`src/rtl/uart_pkg.sv`:
```
// Shared definitions for the UART receive path: deframer FSM states and
// the clock-per-bit timing arithmetic.
package uart_pkg;

  typedef enum logic [2:0] {
    IDLE,
    START,
    DATA,
    STOP,
    WAIT_HIGH
  } rx_state_t;

  // Truncating division, so the sample point drifts slightly early on
  // non-integer clock/baud ratios.
  function automatic int clks_per_bit(input int clk_hz, input int baud);
    return clk_hz / baud;
  endfunction

  function automatic int half_bit(input int clk_hz, input int baud);
    return (clk_hz / baud) / 2;
  endfunction

endpackage

```
`src/rtl/uart_rx_sync.sv`:
```
// Two-flop synchronizer for the async serial line; 2-cycle latency, resets to idle-high.
// No backpressure: continuous sampling every clock.
module uart_rx_sync (
  input  logic clk,
  input  logic rst,
  input  logic din,
  output logic dout
);

  logic meta;

  always_ff @(posedge clk or posedge rst) begin
    if (rst) begin
      meta <= 1'b1;
      dout <= 1'b1;
    end else begin
      meta <= din;
      dout <= meta;
    end
  end

endmodule

```
`src/rtl/uart_rx_deframer.sv`:
```
// 8N1 UART receiver with a one-entry holding register; byte offered 1 cycle after stop sample.
// Backpressure: a byte completing while the held byte is unaccepted is dropped with overrun_err.
module uart_rx_deframer
  import uart_pkg::*;
#(
  parameter int CLK_HZ = 50000000,
  parameter int BAUD   = 9600
) (
  input  logic       clk,
  input  logic       rst,
  input  logic       mosi,
  output logic [7:0] rx_data,
  output logic       rx_valid,
  input  logic       rx_ready,
  output logic       frame_err,
  output logic       overrun_err
);

  localparam int CLKS_PER_BIT = clks_per_bit(CLK_HZ, BAUD);
  localparam int HALF         = half_bit(CLK_HZ, BAUD);
  localparam int CW           = (CLKS_PER_BIT > 1) ? $clog2(CLKS_PER_BIT) : 1;

  localparam logic [CW-1:0] CNT_BIT_LAST  = CW'(CLKS_PER_BIT - 1);
  localparam logic [CW-1:0] CNT_HALF_LAST = CW'(HALF - 1);

  logic      rxs;
  rx_state_t state;
  logic [CW-1:0] cnt;
  logic [2:0]    bit_idx;
  logic [7:0]    shreg;
  logic          byte_done;

  uart_rx_sync u_sync (
    .clk  (clk),
    .rst  (rst),
    .din  (mosi),
    .dout (rxs)
  );

  // Counter always counts up to a terminal value and restarts at zero, so it
  // never has to pass through zero on the way down.
  always_ff @(posedge clk or posedge rst) begin
    if (rst) begin
      state     <= IDLE;
      cnt       <= '0;
      bit_idx   <= '0;
      shreg     <= '0;
      byte_done <= 1'b0;
      frame_err <= 1'b0;
    end else begin
      byte_done <= 1'b0;
      frame_err <= 1'b0;
      case (state)
        IDLE: begin
          if (!rxs) begin
            cnt     <= '0;
            bit_idx <= '0;
            state   <= START;
          end
        end
        START: begin
          if (cnt == CNT_HALF_LAST) begin
            cnt   <= '0;
            state <= rxs ? IDLE : DATA;
          end else begin
            cnt <= cnt + 1'b1;
          end
        end
        DATA: begin
          if (cnt == CNT_BIT_LAST) begin
            cnt   <= '0;
            shreg <= {rxs, shreg[7:1]};
            if (bit_idx == 3'd7) begin
              state <= STOP;
            end else begin
              bit_idx <= bit_idx + 1'b1;
            end
          end else begin
            cnt <= cnt + 1'b1;
          end
        end
        STOP: begin
          if (cnt == CNT_BIT_LAST) begin
            cnt <= '0;
            if (rxs) begin
              byte_done <= 1'b1;
              state     <= IDLE;
            end else begin
              frame_err <= 1'b1;
              state     <= WAIT_HIGH;
            end
          end else begin
            cnt <= cnt + 1'b1;
          end
        end
        WAIT_HIGH: begin
          if (rxs) begin
            state <= IDLE;
          end
        end
        default: state <= IDLE;
      endcase
    end
  end

  // shreg is untouched until the next frame's first data sample, so it can
  // feed the holding register directly on the cycle after byte_done.
  always_ff @(posedge clk or posedge rst) begin
    if (rst) begin
      rx_data     <= 8'h00;
      rx_valid    <= 1'b0;
      overrun_err <= 1'b0;
    end else begin
      overrun_err <= 1'b0;
      if (byte_done) begin
        if (rx_valid && !rx_ready) begin
          overrun_err <= 1'b1;
        end else begin
          rx_data  <= shreg;
          rx_valid <= 1'b1;
        end
      end else if (rx_valid && rx_ready) begin
        rx_valid <= 1'b0;
      end
    end
  end

endmodule

```
`config.mk`:
```
export PLATFORM = sky130hd
export DESIGN_NAME = uart_rx_deframer
export DESIGN_NICKNAME = d
export VERILOG_FILES = /design/src/rtl/uart_pkg.sv /design/src/rtl/uart_rx_sync.sv /design/src/rtl/uart_rx_deframer.sv
export SDC_FILE = /design/constraint.sdc
export NUM_CORES = 1
export LEC_CHECK = 0
export ABC_CLOCK_PERIOD_IN_PS = 2700
export BUFFER_PORTS_ARGS = -buffer_cell sky130_fd_sc_hd__buf_2
export CAP_MARGIN = 10
export CORE_MARGIN = 5
export CORE_UTILIZATION = 55
export DETAILED_ROUTE_END_ITERATION = 7
export MAX_ROUTING_LAYER = met4
export PLACE_DENSITY = 0.79
export SLEW_MARGIN = 20
export SYNTH_ARGS = -nofsm -noshare
export SYNTH_HDL_FRONTEND = slang
export SYNTH_HIERARCHICAL = 1
export SYNTH_SLANG_ARGS = --single-unit
```
`constraint.sdc`:
```
create_clock -name clk -period 2.7 [get_ports clk]
set_input_delay 0.27 -clock clk [delete_from_list [all_inputs] [get_ports clk]]
set_output_delay 0.27 -clock clk [all_outputs]
set_load 0.01 [all_outputs]
```
# After elaboration in Yosys (flattened, before gate mapping)

Cells that the tools add are included.

Add/subtract/negate cells: 2
Equality and inequality tests: 15
Multiplexer cells: 28
Bitwise logic cells: 1
Reductions and logical operators: 14

Operators with widths:

| kind                                                                    | number |
|---|---|
| 13-bit 2-to-1 mux                                                       | 3 |
| 13-bit case mux with 3 select lines                                     | 1 |
| 3-bit 2-to-1 mux                                                        | 10 |
| 3-bit case mux with 5 select lines                                      | 1 |
| 2-bit inequality test, second input constant                            | 7 |
| 13-bit by 1-bit adder with 13-bit output, second input constant         | 1 |
| 13-bit by 12-bit equality test with 1-bit output, second input constant | 1 |
| 13-bit equality test, second input constant                             | 1 |
| 1-bit 2-to-1 mux                                                        | 11 |
| 2-bit AND reduction                                                     | 4 |
| 3-bit by 2-bit equality test with 1-bit output, second input constant   | 2 |
| 3-bit equality test, second input constant                              | 2 |
| 3-bit case mux with 2 select lines                                      | 1 |
| 6-bit AND reduction                                                     | 1 |
| 4-bit AND reduction                                                     | 1 |
| 2-bit nonzero test                                                      | 2 |
| 3-bit by 1-bit adder with 3-bit output, second input constant           | 1 |
| 3-bit by 1-bit equality test with 1-bit output, second input constant   | 1 |
| 3-bit zero test                                                         | 1 |
| 3-bit nonzero test                                                      | 1 |
| 1-bit logical AND                                                       | 2 |
| 2-bit 2-to-1 mux                                                        | 1 |
| 2-bit by 1-bit inequality test with 1-bit output, second input constant | 1 |
| 2-bit OR reduction                                                      | 1 |
| 2 further kinds                                                         | 2 |

Register bits after elaboration: 41
Input port bits: 4
Output and inout bits: 11
Logic and storage cells: 71

# Logic depth before layout (Yosys ltp)

Depth after elaboration: 4
Gate-level depth with buffers: 7
Gate-level depth less buffers: 6

# Hierarchy

The synthesis kept the hierarchy.

Modules (own cells, without submodules):

| module           | times used | cells each | area an instance (µm²) | sequential area each (µm²) |
|---|---|---|---|---|
| uart_rx_deframer | 1          | 168        | 1858.0                 | 975.9 |
| uart_rx_sync     | 1          | 3          | 56.3                   | 52.6 |

# Worst setup path before layout

OpenSTA, ideal clock, no wires.

Path kind: register to register
Start: reg cnt[0]
End: reg state[0]
Arrival time: 1.657 ns
Required time: 2.636 ns
Setup slack: 0.979 ns
Stages on the path, launching flop included: 8
Cells stage by stage: dfrtp_1 > ha_1 > nor3b_2 > nand4_2 > a22o_1 > buf_6 > nor4_2 > a21o_1

Word-level cells in the longest chain between the ends: 3

Ends and longest elaborated chain:

| what                                                                                            | RTL line                                                               | RTL |
|---|---|---|
| start, declared                                                                                 | uart_rx_deframer.sv:28                                                 | `logic [CW-1:0] cnt;` |
| start signal, assigned                                                                          | uart_rx_deframer.sv:66                                                 | `cnt <= cnt + 1'b1;` |
| start signal, assigned                                                                          | uart_rx_deframer.sv:79                                                 | `cnt <= cnt + 1'b1;` |
| start signal, assigned                                                                          | uart_rx_deframer.sv:93                                                 | `cnt <= cnt + 1'b1;` |
| 13-bit equality test / 13-bit by 12-bit equality test with 1-bit output (equally long branches) | uart_rx_deframer.sv:70, uart_rx_deframer.sv:83, uart_rx_deframer.sv:62 |  |
| 2-bit inequality test (no line)                                                                 | n/a                                                                    |  |
| 6-bit AND reduction (no line) (*)                                                               | n/a                                                                    |  |
| end signal, assigned                                                                            | uart_rx_deframer.sv:64                                                 | `state <= rxs ? IDLE : DATA;` |
| end, declared                                                                                   | uart_rx_deframer.sv:27                                                 | `rx_state_t state;` |

Mark *: on every way between the ends. The rest lies on a longest branch, timed or not.
A chain may end at the register's enable or synchronous reset.

# Worst setup path in the final report

Start: reg cnt[0]
End: reg cnt[7]

Word-level cells in the longest chain between the ends: 3

Ends and longest elaborated chain:

| what                                                                   | RTL line                                                               | RTL |
|---|---|---|
| 13-bit by 1-bit adder with 13-bit output, or another cell as far along | uart_rx_deframer.sv:66, uart_rx_deframer.sv:79, uart_rx_deframer.sv:93 |  |
| 13-bit 2-to-1 mux, on equally long branches                            | uart_rx_deframer.sv:70, uart_rx_deframer.sv:83, uart_rx_deframer.sv:62 |  |
| 13-bit case mux with 3 select lines (*)                                | uart_rx_deframer.sv:53                                                 | `case (state)` |

Marked as above.

==> results.ini <==
[grt]
grt_pass1_vias=1410
globalRouteOverflowTotal=0
track_usage=0.1800
grt_pass1_wl_um=6189
antenna_found_initial=0
grt_max_degree=22

[clock_network]
cts_max_level=2
cts_num_sinks=41
root_buffer=clkbuf_4
cts-buffers-inserted=5
cts_buffer_depth=2
clk_latency_ns=0.34
cts_tree=built
path_clk_slew_ns=0.11

[critical_path]
timing.rr.start=cnt[0]
crit_start=cnt[0]
crit_required_ns=2.96
endpoint_kind=register
worstSetupPathType=reg -> reg
cp.arrival_ns=2.42
startpoint_type=register
crit_fanout=21

[sta]
post-route-period-util=0.7988
max_freq_mhz=463.6
final_max_slew_viol_count=0
slew_headroom=0.5097
fin_setup_tns_ns=0
tightest_slew_ns=0.7347
fin_crit_ns=2.157
fin_skew_ns=0.005096
hold_violations=0
setup_viol=0
rsz0062_at_grt=no

[final_layout]
antenna_cells=0
final_cells=234
final_area_um2=2097
layout-drive-gt1-share=0.2447
nets=194
syn_to_final_growth_pct=9.542
utilization=0.6235

[yosys]
synth.avg_cell_area_um2=11.19
ys_seq_elements=41
yosysWarnings=6
synthesis.area_um2=1914
ys_seq_area_frac=0.5373
syn-instance-count=171
synth_nets=178
ys_types=36

[pwr]
p_leak_nw=1.062
powerDensity_nw_per_um2=486.9
ir_worst_vdd_mv=0.2717
finalPower_w=0.001021

[die]
rows=21
coreArea_um2=3363
initial_core_util=0.5692
chipWidth_um=69.00
io_pins=15
die_y_um=69.00
fp.dieArea_um2=4760

[detailed_routing]
antenna_left=0
vias_per_cell=5.838
routedWlPerCell_um=15.44
firstDrtPassIters=4
drc=0
vias=1366
wirelength_um=3614
drt_iter0_drc=114

[hold_path]
min_from=mosi
hold_path.class=in -> reg

[place]
dp_cells=225
port_buffers=14
placedInstanceArea_um2=2011
gp_congestion=0.9266
dp_hpwl_um=2536

[run]
drv_cap=0

[outcome]
status=completed

==> registers in the layout, indices dropped and copies added, names as in the netlist <==
name	cells
cnt	13
rx_data	8
shreg	8
bit_idx	3
state	3
byte_done	1
frame_err	1
overrun_err	1
rx_valid	1
u_sync/dout	1
u_sync/meta	1
==> per-layer routing <==
layer / wire [µm] / up-vias / GRT usage
li1: - / 651 / -
met1: 1572 / 667 / 0.2096
met2: 1783 / 43 / 0.3024
met3: 201 / 5 / 0.03728
met4: 56 / 0 / 0.07543
met5: 0 / - / -
==> Yosys cell counts, drive strengths merged <==
library cell,count,area share
a21oi,11,0.029
mux2,17,0.10
and2,1,0.0033
nand3,7,0.018
nor2,10,0.020
and4bb,1,0.0065
a22oi,1,0.0039
inv,7,0.014
and4b,1,0.0052
nor4,3,0.016
nand4,3,0.013
buf,5,0.016
a41oi,1,0.0046
nor3b,2,0.010
nand2b,4,0.013
nand2,12,0.024
a21o,2,0.0078
o22a,1,0.0046
a31oi,4,0.013
and3,2,0.0065
xnor2,2,0.0092
ha,3,0.020
o21ai,7,0.018
dfrtp,39,0.51
nor3,7,0.024
nor4b,2,0.0092
clkbuf,2,0.0039
dfstp,2,0.027
a22o,8,0.037
or3,3,0.0098
nor2b,1,0.0033
==> cell usage in the layout, fill, tap and decap left out, types with 2 or more instances in the layout <==
cell       n
a31oi_1    4
o21ai_0    7
and3_1     2
dfrtp_1   39
nand2_1   12
buf_2     14
nor3_1     6
a22o_1     8
nor4_2     2
nand4_1    2
nand3_1    7
inv_1      7
nor2_1    10
mux2_2    17
a21oi_1   11
nor4b_1    2
or3_1      3
ha_1       3
clkbuf_4   5
xnor2_1    2
dfstp_2    2
nand2b_1   4
a21o_1     2
==> stage by stage <==
stage / setup WS (ns) / hold slack, ns
6_report: 0.5432 / 0.01617
3_5_place_dp: 0.6223 / 0.3245
3_3_place_gp: 0.7369 / 0.3003
5_1_grt: 0.3906 / 0.001166
2_1_floorplan: 0.9791 / 0.1815
4_1_cts: 0.5844 / 0.008192
==> worst max-delay path, cell delays in order, from the launching register on <==
cell and delay [ns]:
dfrtp_1 0.44, ha_1 0.27, nor3b_2 0.19, nand4_2 0.14, a22o_1 0.63, o21ai_0 0.20, a31oi_1 0.21
==> final cells by class <==
type	count	area [µm²]
repair buffers	16	87.58
inverters	7	26.28
clock inverters	2	35.03
flip-flops and latches	41	1028
fillers	280	1266
clock buffers	6	41.29
well taps	46	57.56
multi-input cells	116	820.8
==> what timing repair did <==
item                                    in CTS  in global routing
endpoints found under the hold margin        2                  0
buffers inserted                             0                  0
endpoints found under the setup margin       0                  0
hold buffers                                 1                  0
gates resized for setup                      0                  0
==> final timing paths <==
| kind | slack, ns | depth (start not counted) | endpoint |
|---|---|---|---|
| worst max-delay path | 0.54 | 6 | cnt[7] |
| worst min-delay path | 0.02 | 1 | u_sync/meta |
| worst max register to register | 0.54 | 6 | cnt[7] |
| worst min register to register | 0.38 | 0 | u_sync/dout |
| max in group asynchronous | 1.36 | 4 | cnt[4] |
| min in group asynchronous | 0.51 | 3 | u_sync/meta |
==> kinds of logic after synthesis <==
logic type	count (synthesis)	synth area share
DFF	41	0.5373
AOI/OAI and AO/OA	35	0.1176
adders and majority gates	3	0.01961
buffers and inverters	14	0.03399
and+or+nand+nor	59	0.1824
xor gates and xnor gates	2	0.009152
muxes	17	0.1000
==> power breakdown <==
| part | total, W | internal (W) | switching [W] |
|---|---|---|---|
| registers | 0.000619 | 0.000617 | 0.00000205 |
| logic | 0.0000174 | 0.00000419 | 0.0000132 |
| clock network | 0.000385 | 0.000194 | 0.000191 |
Note: power is estimated with default switching activity, not from simulation.
